### src/rtl/sdp_y_mul_out_pkg.sv
// Shared constants and types for the SDP Y mul-out receive pipe.
package sdp_y_mul_out_pkg;
  localparam int SDP_Y_DW    = 256;  // 16 lanes x 16 bit
  localparam int SDP_Y_CNT_W = 32;

  // Buffer occupancy encoded as {out_pvld, skid_vld}
  localparam logic [1:0] ST_EMPTY = 2'b00;
  localparam logic [1:0] ST_ONE   = 2'b10;
  localparam logic [1:0] ST_FULL  = 2'b11;

  typedef logic [SDP_Y_DW-1:0] payload_t;
endpackage

### src/rtl/sdp_y_mul_out_rcv_pipe_if.sv
// Generic valid/ready payload channel; master drives vld/pd, slave drives rdy.
interface sdp_y_mul_out_rcv_pipe_if
  import sdp_y_mul_out_pkg::*;
#(
  parameter int DW = SDP_Y_DW
);
  logic          vld;
  logic          rdy;
  logic [DW-1:0] pd;

  modport master (output vld, output pd, input  rdy);
  modport slave  (input  vld, input  pd, output rdy);
endinterface

### src/rtl/sdp_y_sat_counter.sv
// Saturating up-counter with synchronous clear (clear wins over increment).
module sdp_y_sat_counter #(
  parameter int W = 32
)(
  input  logic         nvdla_core_clk,
  input  logic         nvdla_core_rstn,
  input  logic         i_clr,
  input  logic         i_inc,
  output logic [W-1:0] o_cnt
);
  logic [W-1:0] r_cnt;

  // count up on i_inc, stick at all-ones, clear on i_clr
  always_ff @(posedge nvdla_core_clk or negedge nvdla_core_rstn) begin
    if (!nvdla_core_rstn)                r_cnt <= '0;
    else if (i_clr)                      r_cnt <= '0;
    else if (i_inc && (r_cnt != '1))     r_cnt <= r_cnt + 1'b1;
  end

  assign o_cnt = r_cnt;
endmodule

### src/rtl/sdp_y_mul_out_rcv_pipe.sv
// Receiver for the chn_mul_out channel: 2-entry registered skid buffer with
// registered ready and registered downstream valid/payload.
// Optional stall counter enabled by `define SDP_Y_MUL_OUT_STALL_CNT_EN.
module sdp_y_mul_out_rcv_pipe
  import sdp_y_mul_out_pkg::*;
#(
  parameter int DW = SDP_Y_DW
`ifdef SDP_Y_MUL_OUT_STALL_CNT_EN
  , parameter int CNT_W = SDP_Y_CNT_W
`endif
)(
  input  logic                              nvdla_core_clk,
  input  logic                              nvdla_core_rstn,
  sdp_y_mul_out_rcv_pipe_if.slave           chn_mul_out,
  sdp_y_mul_out_rcv_pipe_if.master          out
`ifdef SDP_Y_MUL_OUT_STALL_CNT_EN
  , input  logic                            reg2dp_clr_stall
  , output logic [CNT_W-1:0]                dp2reg_stall_cnt
`endif
);
  logic          r_out_pvld;
  logic [DW-1:0] r_out_pd;
  logic          r_skid_vld;
  logic [DW-1:0] r_skid_pd;
  logic          r_rdy;
  logic          w_in_xfer;
  logic          w_out_xfer;

  assign w_in_xfer  = chn_mul_out.vld & r_rdy;
  assign w_out_xfer = r_out_pvld & out.rdy;

  // occupancy state machine; ready is a flop so out.rdy never reaches chn_mul_out.rdy
  always_ff @(posedge nvdla_core_clk or negedge nvdla_core_rstn) begin
    if (!nvdla_core_rstn) begin
      r_out_pvld <= 1'b0;
      r_out_pd   <= '0;
      r_skid_vld <= 1'b0;
      r_skid_pd  <= '0;
      r_rdy      <= 1'b1;
    end else begin
      case ({r_out_pvld, r_skid_vld})
        ST_EMPTY: begin
          if (w_in_xfer) begin
            r_out_pd   <= chn_mul_out.pd;
            r_out_pvld <= 1'b1;
          end
        end
        ST_ONE: begin
          if (w_in_xfer && w_out_xfer) begin
            r_out_pd <= chn_mul_out.pd;
          end else if (w_in_xfer) begin
            r_skid_pd  <= chn_mul_out.pd;
            r_skid_vld <= 1'b1;
            r_rdy      <= 1'b0;
          end else if (w_out_xfer) begin
            r_out_pvld <= 1'b0;
          end
        end
        ST_FULL: begin
          if (w_out_xfer) begin
            r_out_pd   <= r_skid_pd;
            r_skid_vld <= 1'b0;
            r_rdy      <= 1'b1;
          end
        end
        default: begin
          // unreachable skid-only state: recover to EMPTY
          r_skid_vld <= 1'b0;
          r_rdy      <= 1'b1;
        end
      endcase
    end
  end

  assign chn_mul_out.rdy = r_rdy;
  assign out.vld         = r_out_pvld;
  assign out.pd          = r_out_pd;

`ifdef SDP_Y_MUL_OUT_STALL_CNT_EN
  logic w_stall;
  assign w_stall = r_out_pvld & ~out.rdy;

  sdp_y_sat_counter #(.W(CNT_W)) u_stall_cnt (
    .nvdla_core_clk  (nvdla_core_clk),
    .nvdla_core_rstn (nvdla_core_rstn),
    .i_clr           (reg2dp_clr_stall),
    .i_inc           (w_stall),
    .o_cnt           (dp2reg_stall_cnt)
  );
`endif
endmodule

### src/flat_wrapper.sv
// flat-port wrapper written by rule: the top's interface ports become plain ports
module sdp_y_mul_out_rcv_pipe_flat import sdp_y_mul_out_pkg::*;
#(
  parameter int DW = SDP_Y_DW

)
  (nvdla_core_clk, nvdla_core_rstn, chn_mul_out_vld, chn_mul_out_pd, chn_mul_out_rdy, out_vld, out_pd, out_rdy);
  sdp_y_mul_out_rcv_pipe_if #(.DW(DW)) chn_mul_out_i ();
  sdp_y_mul_out_rcv_pipe_if #(.DW(DW)) out_i ();
  input  logic nvdla_core_clk;
  input  logic nvdla_core_rstn;
  input wire logic [$bits(chn_mul_out_i.vld)-1:0] chn_mul_out_vld;
  input wire logic [$bits(chn_mul_out_i.pd)-1:0] chn_mul_out_pd;
  output wire logic [$bits(chn_mul_out_i.rdy)-1:0] chn_mul_out_rdy;
  output wire logic [$bits(out_i.vld)-1:0] out_vld;
  output wire logic [$bits(out_i.pd)-1:0] out_pd;
  input wire logic [$bits(out_i.rdy)-1:0] out_rdy;
  assign chn_mul_out_i.vld = chn_mul_out_vld;
  assign chn_mul_out_i.pd = chn_mul_out_pd;
  assign chn_mul_out_rdy = chn_mul_out_i.rdy;
  assign out_vld = out_i.vld;
  assign out_pd = out_i.pd;
  assign out_i.rdy = out_rdy;
  sdp_y_mul_out_rcv_pipe #(.DW(DW)) u_core (.nvdla_core_clk(nvdla_core_clk), .nvdla_core_rstn(nvdla_core_rstn), .chn_mul_out(chn_mul_out_i), .out(out_i));
endmodule
### config.mk
export PLATFORM = sky130hd
export DESIGN_NAME = sdp_y_mul_out_rcv_pipe_flat
export DESIGN_NICKNAME = d
export VERILOG_FILES = /design/src/rtl/sdp_y_mul_out_pkg.sv /design/src/rtl/sdp_y_mul_out_rcv_pipe_if.sv /design/src/rtl/sdp_y_sat_counter.sv /design/src/rtl/sdp_y_mul_out_rcv_pipe.sv /design/src/flat_wrapper.sv
export SDC_FILE = /design/constraint.sdc
export NUM_CORES = 1
export LEC_CHECK = 0
export CORE_ASPECT_RATIO = 2
export CORE_MARGIN = 2
export CORE_UTILIZATION = 54
export DETAILED_ROUTE_END_ITERATION = 6
export PLACE_DENSITY = 0.91
export SLEW_MARGIN = 20
export SYNTH_ARGS = -nofsm -noshare
export SYNTH_HDL_FRONTEND = slang
export SYNTH_HIERARCHICAL = 1
export SYNTH_SLANG_ARGS = --single-unit
### constraint.sdc
create_clock -name nvdla_core_clk -period 3 [get_ports nvdla_core_clk]
set_clock_uncertainty 0.05 [all_clocks]
set_input_delay 0.6 -clock nvdla_core_clk [delete_from_list [all_inputs] [get_ports nvdla_core_clk]]
set_output_delay 0.6 -clock nvdla_core_clk [all_outputs]
set_load 0.05 [all_outputs]
==> results.md <==
* Placed Cells at 2649
* Vias in the first global route at 17800
* Clock-pin slew on the worst setup and hold paths at 0.07 ns
* Area of the core at 39600 sq um
* Max_slew headroom at 42.0%
* Gr usage total at 30.7%
* Vias per inst at 6.02
* RSZ-0062 raised after global routing: false
* Setup ws final at 0.262 ns
* CTS Root Cell: clkbuf_16
* Largest net degree at the start of global routing at 170
* Drt wl/cell at 23.8 um
* Most frequent cells in the layout: 516 x clkdlybuf4s50_1, 514 x dfrtp_1, 260 x o21ai_1
* Row count at 103
* Worst slew pin tran at 0.870 ns
* ANT nets after route at 0
* Initial antenna violation count at 16
* Worst path required time at 2.35 ns
* Syn avg cell area at 12.7 sq um
* Initial DRC count at 1021
* Die area at 41900 sq um
* Worst VDD drop at 864 uV
* Final Critical Period at 2.74 ns
* Core Util, Final at 73.6%
* HP Class: in -> async
* MaxCap Viol Count at 0
* Largest area contributor in the netlist: dfrtp_1
* Max Freq at 365 MHz
* Die Width at 146 um
* Fin nets at 2436
* GP Congestion at 0.880
* Synth warnings at 6
* Post-CTS Setup Inserts at 0
* FF-to-FF setup slack at 0.47 ns
* Global-route wire length before repair at 101000 um
* Clock share of power at 15.9%
* CP Capture Type: output pin
* Drt total wl at 65500 um
* Final Hold Violating Endpoints at 0
* Commonest non-fill, non-tap cell in the layout: clkdlybuf4s50_1
* Worst path slowest cell: clkdlybuf4s50_1
* Share of the synthesized area in the top cell type at 59.3%
* Ratio of cells with drive above 1 in the final layout at 17.1%
* Area Overhead vs Synth at 34.1%
* Post-Synthesis Cell Area at 21700 sq um
* Power Dens Cells at 1310 nW/um^2
* CP arrival at 2.09 ns
* Status: finished clean
* Sequential Power Share at 32.5%
* Bufs and invs on worst path at 1
* Vias at 16500
* Pint at 0.0209 W
* CP Class: reg -> out
* Syn_nets at 1974
* Io pins at 518
* Clk Latency, worst-skew pair at 0.55 ns
* Post-route insts no fill at 2746
* Post_cts resized at 0
* Worst setup SP type: flip-flop
* Combinational Power Share at 51.6%
* Top cells by area, synth: dfrtp_1 59%, mux2_2 13%, mux2i_1 12%
* Clock Sinks at 515
* CTS tree: built
* Final Total Pwr at 0.0381 W
* Sequential share of the synthesized area at 59.4%
* Die outline height at 287 um
* Hold-fix buffers, CTS at 0
* H-tree Lvls at 2
* Total CTS buffers at 45
* Critical Path Fanout Max at 8
* 1st-pass router iterations at 5
* DP HPWL at 42800 um
* Number of port buffers at 517
* Initial Utilization at 54.8%
* Slowest cell delay on critical path at 0.97 ns
* Grt total ovfl at 0
* Number of synthesized register bits at 515
* Fin Setup TNS at 0 ns
* Residual DRC at 0
* Period utilisation layout at 91.3%
* Final max-slew violation count at 0
* Clk buf depth at 3
* Lkg Pwr at 11.8 nW
* Netlist cell types at 22
* Psw at 0.0172 W
* Cell count after synthesis at 1709
* Setup WS pre-CTS at 0.186 ns
* Setup violations, final at 0
* Crit path cell chain: clkdlybuf4s50_1
* Sw Ratio at 45.2%
* Worst path top cell family by delay: buffers and inverters
-- cell families (layout without fill, tap and decap cells) --
logic type               after synthesis  after routing  synth area share (%)
buffers and inverters                144            640                  2.85
AO/OA/AOI/OAI                        523            523                  12.2
other                                  0             16                     0
multiplexers                         512            512                  25.1
flip-flops                           515            515                  59.4
AND/OR/NAND/NOR                       10             10                 0.202
adder cells (fa/ha/maj)                5              5                 0.288
-- layout make-up --
type,count,area [sq um]
timing repair buffer,556,5720
inverter,3,11.3
multi-input combinational,1050,8240
antenna,16,40.0
clock inverter,18,208
sequential,515,12900
clock buffer,63,1340
fill,2435,10500
tap,525,657
-- cells in the mapped netlist, drive strengths merged --
cell type	instances
clkbuf	78
a41oi	1
mux2i	256
dfstp	1
ha	5
dfrtp	514
o22ai	2
o21ai	512
buf	63
or2	1
nand2	4
nand3	1
a22o	1
nor2	3
a21oi	4
mux2	256
inv	3
a31oi	3
and2	1
-- final timing paths --
check | to | from | depth (start not counted)
min in group nvdla_core_clk | u_core/out.pd[181] | u_core/out.pd[181] | 2
setup reg to reg | u_core/out.pd[83] | u_core/out.vld | 6
hold / removal | u_core/out.pd[210] | nvdla_core_rstn | 1
max in group asynchronous | u_core/out.pd[107] | nvdla_core_rstn | 2
setup / recovery | out_vld | u_core/out.vld | 1
hold reg to reg | u_core/out.pd[181] | u_core/out.pd[181] | 2
-- routing by layer --
layer	share of wire (%)	vias up	track usage, %	routed length (um)
li1	-	7100	-	-
met5	0	-	0	0
met4	7.6	0	21.4	4990
met3	7.1	246	6.43	4640
met1	34	8370	34.2	22200
met2	51	820	52.4	33700
-- power groups by stage --
stage	registers [W]	logic (W)	clock network, W
5_1_grt	0.0127	0.0206	0.00640
3_3_place_gp	0.0121	0.0188	0
6_report	0.0124	0.0197	0.00605
2_1_floorplan	0.0175	0.00736	0
4_1_cts	0.0123	0.0196	0.00613
3_5_place_dp	0.0124	0.0194	0
-- state kept, by name, indices dropped and copies added, names as in the netlist --
| register | flops |
|---|---|
| u_core/chn_mul_out.rdy | 1 |
| u_core/out.vld | 1 |
| u_core/r_skid_vld | 1 |
| u_core/out.pd | 256 |
| u_core/r_skid_pd | 256 |
-- per-stage QoR --
step | cell area [sq um] | hold WS (ns)
final | 29100 | 0.0113
after global routing | 29100 | 0.0335
after floorplan | 21700 | 0.254
after detailed placement | 27500 | 0.438
after global placement | 27500 | 0.431
after CTS | 29100 | 0.0228
-- worst register-to-register path, cell delays in order (launching register included) --
cell	delay, ns
dfrtp_1	0.57
ha_1	0.41
nor2_1	0.13
a41oi_4	0.29
buf_12	0.43
o21ai_0	0.39
o21ai_1	0.16
Power figures use the tool's default switching activity.
